===== src/rtl/stopwatch_pkg.sv =====
// Shared types and constants for the MM.SS.CC stopwatch that feeds the 6-digit display driver.
package stopwatch_pkg;

    typedef enum logic [1:0] {
        IDLE  = 2'd0,
        RUN   = 2'd1,
        PAUSE = 2'd2
    } sw_state_e;

    typedef struct packed {
        logic [6:0] mm;
        logic [5:0] ss;
        logic [6:0] cc;
    } sw_time_t;

    localparam logic [6:0]  CC_MAX           = 7'd99;
    localparam logic [5:0]  SS_MAX           = 6'd59;
    localparam logic [18:0] CNT_10MS_MAX_DEF = 19'd499_999;
    localparam logic [6:0]  MM_MAX_DEF       = 7'd99;
    localparam logic [5:0]  POINT_MASK_DEF   = 6'b010100;

    // Binary display word mm*10000 + ss*100 + cc; widened first so nothing truncates.
    function automatic logic [19:0] fmt_time(input sw_time_t t);
        return 20'(t.mm) * 20'd10000 + 20'(t.ss) * 20'd100 + 20'(t.cc);
    endfunction

endpackage


===== src/rtl/sw_tick_gen.sv =====
// 10 ms prescaler: counts while enabled, pulses tick on the wrap cycle, synchronous clear wins.
module sw_tick_gen
    import stopwatch_pkg::*;
#(
    parameter logic [18:0] CNT_MAX = CNT_10MS_MAX_DEF
) (
    input  logic clk,
    input  logic rst_n,
    input  logic en,
    input  logic clr,
    output logic tick
);

    logic [18:0] cnt_q, cnt_d;

    // NOTE: every signal written here gets a default first, so no path leaves it unassigned (no latch).
    always_comb begin
        cnt_d = cnt_q;
        tick  = 1'b0;
        if (clr) begin
            cnt_d = '0;
        end else if (en) begin
            if (cnt_q == CNT_MAX) begin
                cnt_d = '0;
                tick  = 1'b1;
            end else begin
                cnt_d = cnt_q + 19'd1;
            end
        end
    end

    // NOTE: state registers use non-blocking assignment so every flop samples pre-edge values.
    always_ff @(posedge clk or negedge rst_n) begin
        if (!rst_n) cnt_q <= '0;
        else        cnt_q <= cnt_d;
    end

endmodule


===== src/rtl/stopwatch_data_gen.sv =====
// MM.SS.CC stopwatch with start/pause, clear and lap-hold; produces registered display-driver inputs.
module stopwatch_data_gen
    import stopwatch_pkg::*;
#(
    parameter logic [18:0] CNT_10MS_MAX = CNT_10MS_MAX_DEF,
    parameter logic [6:0]  MM_MAX       = MM_MAX_DEF,
    parameter logic [5:0]  POINT_MASK   = POINT_MASK_DEF
) (
    input  logic        sys_clk,
    input  logic        sys_rst_n,
    input  logic        key_start,
    input  logic        key_clear,
    input  logic        key_lap,
    output logic [19:0] data,
    output logic [5:0]  point,
    output logic        sign,
    output logic        seg_en,
    output logic        running
);

    sw_state_e   state_q, state_d;
    sw_time_t    time_q, time_d;
    sw_time_t    snap_q, snap_d;
    logic        hold_q, hold_d;
    logic [19:0] data_q, data_d;
    logic        running_q, running_d;
    logic [5:0]  point_q;
    logic        seg_en_q;
    logic        tick;
    logic        presc_clr;

    sw_tick_gen #(
        .CNT_MAX (CNT_10MS_MAX)
    ) u_tick_gen (
        .clk   (sys_clk),
        .rst_n (sys_rst_n),
        .en    (state_q == RUN),
        .clr   (presc_clr),
        .tick  (tick)
    );

    always_comb begin
        state_d   = state_q;
        time_d    = time_q;
        snap_d    = snap_q;
        hold_d    = hold_q;
        presc_clr = 1'b0;

        if (key_clear) begin
            state_d   = IDLE;
            time_d    = '0;
            hold_d    = 1'b0;
            presc_clr = 1'b1;
        end else begin
            // Tick only occurs in RUN; at 99:59.99 the fields saturate and the watch pauses.
            if (tick) begin
                if (time_q.cc != CC_MAX) begin
                    time_d.cc = time_q.cc + 7'd1;
                end else if (time_q.ss != SS_MAX) begin
                    time_d.cc = '0;
                    time_d.ss = time_q.ss + 6'd1;
                end else if (time_q.mm != MM_MAX) begin
                    time_d.cc = '0;
                    time_d.ss = '0;
                    time_d.mm = time_q.mm + 7'd1;
                end else begin
                    state_d = PAUSE;
                end
            end

            if (key_start) begin
                case (state_q)
                    IDLE: begin
                        state_d   = RUN;
                        presc_clr = 1'b1;
                    end
                    RUN:     state_d = PAUSE;
                    PAUSE:   state_d = RUN;
                    default: state_d = IDLE;
                endcase
            end else if (key_lap) begin
                if (state_q == RUN) begin
                    hold_d = !hold_q;
                    if (!hold_q) snap_d = time_q;
                end else if (state_q == PAUSE && hold_q) begin
                    hold_d = 1'b0;
                end
            end
        end

        data_d    = fmt_time(hold_q ? snap_q : time_q);
        running_d = (state_d == RUN);
    end

    always_ff @(posedge sys_clk or negedge sys_rst_n) begin
        if (!sys_rst_n) begin
            state_q   <= IDLE;
            time_q    <= '0;
            snap_q    <= '0;
            hold_q    <= 1'b0;
            data_q    <= '0;
            running_q <= 1'b0;
            point_q   <= '0;
            seg_en_q  <= 1'b0;
        end else begin
            state_q   <= state_d;
            time_q    <= time_d;
            snap_q    <= snap_d;
            hold_q    <= hold_d;
            data_q    <= data_d;
            running_q <= running_d;
            point_q   <= POINT_MASK;
            seg_en_q  <= 1'b1;
        end
    end

    assign data    = data_q;
    assign point   = point_q;
    assign sign    = 1'b0;
    assign seg_en  = seg_en_q;
    assign running = running_q;

endmodule


===== config.mk =====
export PLATFORM = sky130hd
export DESIGN_NAME = stopwatch_data_gen
export DESIGN_NICKNAME = d
export VERILOG_FILES = /design/src/rtl/stopwatch_pkg.sv /design/src/rtl/sw_tick_gen.sv /design/src/rtl/stopwatch_data_gen.sv
export SDC_FILE = /design/constraint.sdc
export NUM_CORES = 1
export LEC_CHECK = 0
export CAP_MARGIN = 30
export CORE_MARGIN = 1
export CORE_UTILIZATION = 55
export DETAILED_ROUTE_END_ITERATION = 6
export PLACE_DENSITY = 0.77
export SYNTH_ARGS = -nofsm -noshare
export SYNTH_HDL_FRONTEND = slang
export SYNTH_SLANG_ARGS = --single-unit

===== constraint.sdc =====
create_clock -name sys_clk -period 5.35 [get_ports sys_clk]
set_input_delay 1.605 -clock sys_clk [delete_from_list [all_inputs] [get_ports sys_clk]]
set_output_delay 1.605 -clock sys_clk [all_outputs]
set_load 0.05 [all_outputs]

### Yosys cells after proc, flatten, opt, wreduce, memory -nomap -nowiden

Cells that the tools add are included.

| word-level totals | value |
|---|---|
| bits in writable memories | 0 |
| input port bits | 5 |
| logic and storage cells | 78 |
| register bits | 85 |
| latch bits | 0 |
| output and inout bits | 29 |
| memories | 0 |
| memory bits (read-only) | 0 |

| operators by class | value |
|---|---|
| shift operators | 0 |
| $mul | 2 |
| bitwise logic cells | 2 |
| equal/unequal tests | 10 |
| reductions and logical operators | 16 |
| muxes and demuxes | 29 |
| $add $sub $neg | 6 |
| div/mod/pow operators | 0 |
| $lt $le $gt $ge | 0 |

Operator list:

| operator | count |
|---|---|
| 20-bit 2-to-1 mux | 4 |
| 19-bit 2-to-1 mux | 3 |
| 13-bit 2-to-1 mux | 2 |
| 20-bit by 13-bit adder with 20-bit output | 1 |
| 20-bit by 7-bit adder with 20-bit output | 1 |
| 19-bit by 1-bit adder with 19-bit output, second input constant | 1 |
| 19-bit == test, second input constant | 1 |
| 7-bit by 10-bit multiplier with 16-bit output, second input constant | 1 |
| 7-bit by 1-bit adder with 7-bit output, second input constant | 2 |
| 7-bit 2-to-1 mux | 2 |
| 7-bit inequality test, second input constant | 2 |
| 2-bit 2-to-1 mux | 6 |
| 6-bit by 5-bit multiplier with 11-bit output, second input constant | 1 |
| 1-bit 2-to-1 mux | 11 |
| 4-bit AND reduction | 2 |
| 2-bit nonzero test | 4 |
| 6-bit by 1-bit adder with 6-bit output, second input constant | 1 |
| 6-bit inequality test, second input constant | 1 |
| 3-bit AND reduction | 2 |
| 3-bit nonzero test | 2 |
| 2-bit by 1-bit == test with 1-bit output, second input constant | 2 |
| 2-bit inequality test, second input constant | 2 |
| 2-bit case mux with 2 select lines | 1 |
| 4-bit nonzero test | 1 |
| 8 further kinds | 9 |

### Depth between registers and ports, before layout

Gate-level depths: netlist of run 1.

| depth | value |
|---|---|
| word-level depth | 9 |
| depth in mapped cells | 21 |
| depth with buffers taken out | 19 |

### Cells and area by module

Synthesis of run 1 repeated with hierarchy kept, for this count alone.

| unflattened totals | value |
|---|---|
| cell total of the unflattened synthesis | 584 |
| area, all modules | 5969.5 µm² |

Modules (own cells, without submodules):

| module | seq. area each (µm²) | area each (µm²) | instances | cells an instance |
|---|---|---|---|---|
| stopwatch_data_gen | 1626.6 | 4911.0 | 1 | 472 |
| sw_tick_gen | 475.5 | 1058.5 | 1 | 112 |

### Least setup slack after synthesis of run 1

OpenSTA, ideal clock, no wires.

| timing | value |
|---|---|
| kind | register to register |
| start point | register hold_q |
| end point | register data_q[18] (netlist: data[18]) |
| setup time | 123 ps |
| buffers on the path | 2 |
| arrival | 4947 ps |
| slack | 280 ps |
| required time | 5227 ps |
| clock period less this slack | 5070 ps |
| cell stages (with the launch flop) | 19 |
| cells stage by stage | dfrtp_1 buf_2 buf_1 mux2i_1 inv_1 fa_1 inv_1 fa_1 inv_1 ha_1 ha_1 a21oi_1 xnor2_1 ha_1 ha_1 and3_1 a311oi_1 or4b_1 xnor2_1 |

| on the way | value |
|---|---|
| word-level cells in the longest chain between the ends | 4 |
| elaborated cells between the ends (all ways) | 5 |
| classes of those cells | add/sub (2); mul (2); mux (1) |

Ends and longest elaborated chain:

| item | RTL line | RTL |
|---|---|---|
| from (decl) | stopwatch_data_gen.sv:24 | `logic hold_q, hold_d;` |
| from (signal assigned) | stopwatch_data_gen.sv:109 | `hold_q <= hold_d;` |
| 20-bit 2-to-1 mux * | -- |  |
| 7-bit by 10-bit multiplier with 16-bit output or 6-bit by 5-bit multiplier with 11-bit output (tied branches) | stopwatch_pkg.sv:24 | `return 20'(t.mm) * 20'd10000 + 20'(t.ss) * 20'd100 + 20'(t.cc);` |
| 20-bit by 13-bit adder with 20-bit output | stopwatch_pkg.sv:24 |  |
| 20-bit by 7-bit adder with 20-bit output * | stopwatch_pkg.sv:24 |  |
| named net data_d[18] | stopwatch_data_gen.sv:25 | `logic [19:0] data_q, data_d;` |
| to (signal assigned) | stopwatch_data_gen.sv:110 | `data_q <= data_d;` |
| to (decl) | stopwatch_data_gen.sv:25 |  |

The timed path passes the listed nets; every way through them passes the cells marked *.
A chain may end at the register's enable or synchronous reset.

### Worst setup path after layout of run 1

Ends and elaborated chain as after synthesis.

==> results of run 1 <==
==> logic make-up (layout without fill, tap and decap cells) <==
| logic type | count (synthesis) | in the layout | synth area share, % |
|---|---|---|---|
| AO/OA/AOI/OAI | 132 | 132 | 14.1 |
| XOR/XNOR | 38 | 38 | 5.38 |
| adder cells (fa/ha/maj) | 95 | 95 | 20.8 |
| buffers and inverters | 62 | 97 | 4.32 |
| flip-flops | 84 | 84 | 34.0 |
| multiplexers | 36 | 36 | 6.37 |
| other | 2 | 6 | 0.121 |
| AND/OR/NAND/NOR | 171 | 171 | 14.9 |
==> Yosys cell counts (4+ instances only) <==
library cell | n | area share, %
dfrtp_1 | 84 | 34
ha_1 | 82 | 17
nor2_1 | 46 | 2.8
inv_1 | 40 | 2.4
nand2_1 | 37 | 2.2
o21ai_0 | 35 | 2.8
a21oi_1 | 28 | 2.3
mux2_2 | 27 | 4.9
xnor2_1 | 26 | 3.7
nand3_1 | 15 | 1.2
fa_1 | 13 | 4.2
xor2_1 | 12 | 1.7
a21o_1 | 11 | 1.3
o31ai_1 | 11 | 1.3
nor2b_1 | 10 | 1.0
mux2i_1 | 9 | 1.5
nor3_1 | 9 | 0.73
and3_1 | 8 | 0.81
clkbuf_1 | 8 | 0.49
buf_4 | 7 | 0.85
a211oi_1 | 5 | 0.61
a31oi_1 | 5 | 0.51
nand2b_1 | 5 | 0.51
o21a_1 | 5 | 0.61
nor3b_1 | 4 | 0.49
o211ai_1 | 4 | 0.49
o21bai_1 | 4 | 0.49
or3_1 | 4 | 0.40
==> critical path, stage by stage (launching register included) <==
cell and delay, ns:
dfrtp_2 0.47, buf_4 0.17, mux2i_1 0.17, buf_4 0.16
inv_1 0.12, fa_1 0.56, inv_1 0.06, fa_1 0.53
inv_1 0.05, ha_1 0.28, ha_1 0.37, a21oi_1 0.18
xnor2_1 0.14, ha_1 0.25, ha_1 0.37, and3_1 0.22
a311oi_2 0.17, or4b_1 0.52, xnor2_1 0.15
==> layout make-up <==
cell class	instances	area, um2
fillers	862	4040
multi-input cells	478	3850
flip-flops and latches	84	2100
inverters	42	158
clock inverters	4	56.3
clock buffers	12	145
well taps	140	175
repair buffers	39	360
==> metrics by stage <==
stage	setup slack [ns]	util (%)	instances
after CTS	0.0139	62.5	796
after global routing	0.0537	62.9	799
after global placement	0.203	60.7	780
after floorplan	0.280	-	624
final	0.305	62.9	799
after detailed placement	0.0563	60.7	780
==> per-layer routing <==
layer | up-vias | part of all wire (%) | GRT usage, % | wire [um]
li1 | 2276 | - | - | -
met1 | 2260 | 45 | 29.3 | 5490
met2 | 84 | 50 | 37.8 | 6020
met3 | 22 | 3.2 | 3.86 | 390
met4 | 0 | 1.8 | 8.12 | 219
met5 | - | 0 | 0 | 0
==> flip-flops by register name (all words and copies together), names as in the netlist <==
signal and count:
point 1, snap_q 20, time_q 20, running 1, state_q 2, hold_q 1
u_tick_gen.cnt_q 19, data 20
==> cell usage in the layout (no fill, tap or decap), types with 3 or more instances in the layout <==
| master | n |
|---|---|
| dfrtp_1 | 83 |
| ha_1 | 82 |
| nor2_1 | 45 |
| inv_1 | 40 |
| nand2_1 | 37 |
| o21ai_0 | 35 |
| a21oi_1 | 28 |
| mux2_2 | 27 |
| clkdlybuf4s50_1 | 27 |
| xnor2_1 | 26 |
| nand3_1 | 15 |
| fa_1 | 13 |
| xor2_1 | 12 |
| buf_4 | 12 |
| a21o_1 | 11 |
| o31ai_1 | 11 |
| nor2b_1 | 10 |
| clkbuf_8 | 10 |
| nor3_1 | 9 |
| mux2i_1 | 8 |
| and3_1 | 8 |
| conb_1 | 6 |
| o21a_1 | 5 |
| a31oi_1 | 5 |
| a211oi_1 | 5 |
| nand2b_1 | 5 |
| o21bai_1 | 4 |
| or3_1 | 4 |
| o211ai_1 | 4 |
| nor3b_1 | 4 |
| and2_1 | 3 |
| nand3b_1 | 3 |
| or4_1 | 3 |
| nand4_1 | 3 |
| o41ai_1 | 3 |
==> where the power goes <==
group          internal, mW  switching (mW)
sequential            0.710          0.0376
combinational         0.262           0.436
clock                 0.232           0.247
==> worst max-delay path by stage <==
stage	startpoint	endpoint	cells past startpoint	slack (ns)
floorplan	hold_q	data[18]	18	0.28
global placement	hold_q	data[18]	20	0.20
detailed placement	hold_q	data[18]	20	0.06
CTS	hold_q	data[18]	20	0.01
global route	hold_q	data[18]	17	0.05
finish	hold_q	data[18]	18	0.31
==> what timing repair did <==
| item | in CTS | in global routing |
|---|---|---|
| buffers inserted | 0 | 3 |
| setup endpoints to repair | 0 | 4 |
| gates resized for setup | 0 | 4 |
==> results.sh, run 1 <==
export IMPL_status="complete, no violations"
export IMPL_drv_slew=0
export IMPL_worstPathArrival_ns=5.31
export IMPL_ys_seq_area_share_pct=34.0
export IMPL_drtIter0Drc=224
export IMPL_setup_viol=0
export IMPL_min_to="snap_q[17]"
export IMPL_period_minus_slack_ns=5.04
export IMPL_skew_ns=0.0105
export IMPL_ys_ff_latch=84
export IMPL_wire_per_inst_um=15.2
export IMPL_cts_tree="yes"
export IMPL_ant_nets=0
export IMPL_synth_edff_count=0
export IMPL_stdcell_area_um2=6850
export IMPL_whs_ns=0.509
export IMPL_worstMarginPinSlew_ns=0.970
export IMPL_cp_data_required_time_ns=5.62
export IMPL_die_x_um=108
export IMPL_start_util_pct=56.9
export IMPL_slew_headroom_pct=35.3
export IMPL_drive_gt1_share_pct=11.4
export IMPL_crit_type="reg -> reg"
export IMPL_port_buffer_count=28
export IMPL_ys_warn_count=0
export IMPL_grt_pass1_vias=4537
export IMPL_max_freq_ghz=0.198
export IMPL_io_pins=34
export IMPL_viasPerCell=5.81
export IMPL_routed_wirelength_um=12100
export IMPL_drtPass1Iterations=6
export IMPL_ir_worst_vdd_uv=258
export IMPL_syn_inst=620
export IMPL_total_power_mw=1.92
export IMPL_antenna_found_initial=0
export IMPL_grt_max_degree=58
export IMPL_overflow=0
export IMPL_drc=0
export IMPL_antennaDiodeCount=0
export IMPL_clockRootBuffer="clkbuf_8"
export IMPL_avgSynthCellArea_um2=9.99
export IMPL_h_tree_depth=3
export IMPL_p_leak_nw=3.43
export IMPL_synth_area_um2=6190
export IMPL_critPathMaxFanout=7
export IMPL_clock_path_buffers=2
export IMPL_nets=754
export IMPL_hold_depth=1
export IMPL_cts_made_buffers=9
export IMPL_period_share_pct=94.3
export IMPL_r2r_end="data[18]"
export IMPL_rsz0062_at_grt="false"
export IMPL_dieArea_um2=11700
export IMPL_synth_main_ff_cell="dfrtp_1"
export IMPL_core_area_um2=10900
export IMPL_routabilityCongestion=0.832
export IMPL_synth_cell_types=72
export IMPL_placed_area_um2=6610
export IMPL_p_per_area_nw_per_um2=281
export IMPL_clock_latency_ns=0.38
export IMPL_r2r_slack_ns=0.31
export IMPL_hold_violations=0
export IMPL_die_h_um=108
export IMPL_vias=4642
export IMPL_reg2regPathDepth=18
export IMPL_min_delay_path_class="reg -> reg"
export IMPL_clk_pin_slew_ns=0.09
export IMPL_fp_row_count=38
export IMPL_grt_util_all_layers_pct=22.5
export IMPL_setup_tns_ns=0
export IMPL_max_cap_violations=0
export IMPL_grt_pass1_wl_um=20800
export IMPL_synthArstFlopShare_pct=100
export IMPL_hold_path_startpoint="snap_q[17]"
export IMPL_crit_path_end_kind="register"
export IMPL_area_delta_synth_final_pct=10.6
export IMPL_holdBufCountCts=0
export IMPL_startpoint_type="register"
export IMPL_timing_rr_start="hold_q"
export IMPL_dp_hpwl_um=8910
export IMPL_cts_sinks=84
No activity file was read; power rests on OpenSTA's default activity.
==> run 2, diff against run 1 <==
--- a/config.mk
+++ b/config.mk
@@ -6,10 +6,10 @@
 export NUM_CORES = 1
 export LEC_CHECK = 0
 export CAP_MARGIN = 30
-export CORE_MARGIN = 1
 export CORE_UTILIZATION = 55
 export DETAILED_ROUTE_END_ITERATION = 6
 export PLACE_DENSITY = 0.77
+export SLEW_MARGIN = 10
 export SYNTH_ARGS = -nofsm -noshare
 export SYNTH_HDL_FRONTEND = slang
 export SYNTH_SLANG_ARGS = --single-unit
==> results of run 2 <==
The final DEF is identical to that of run 1; final timing and power are the same.
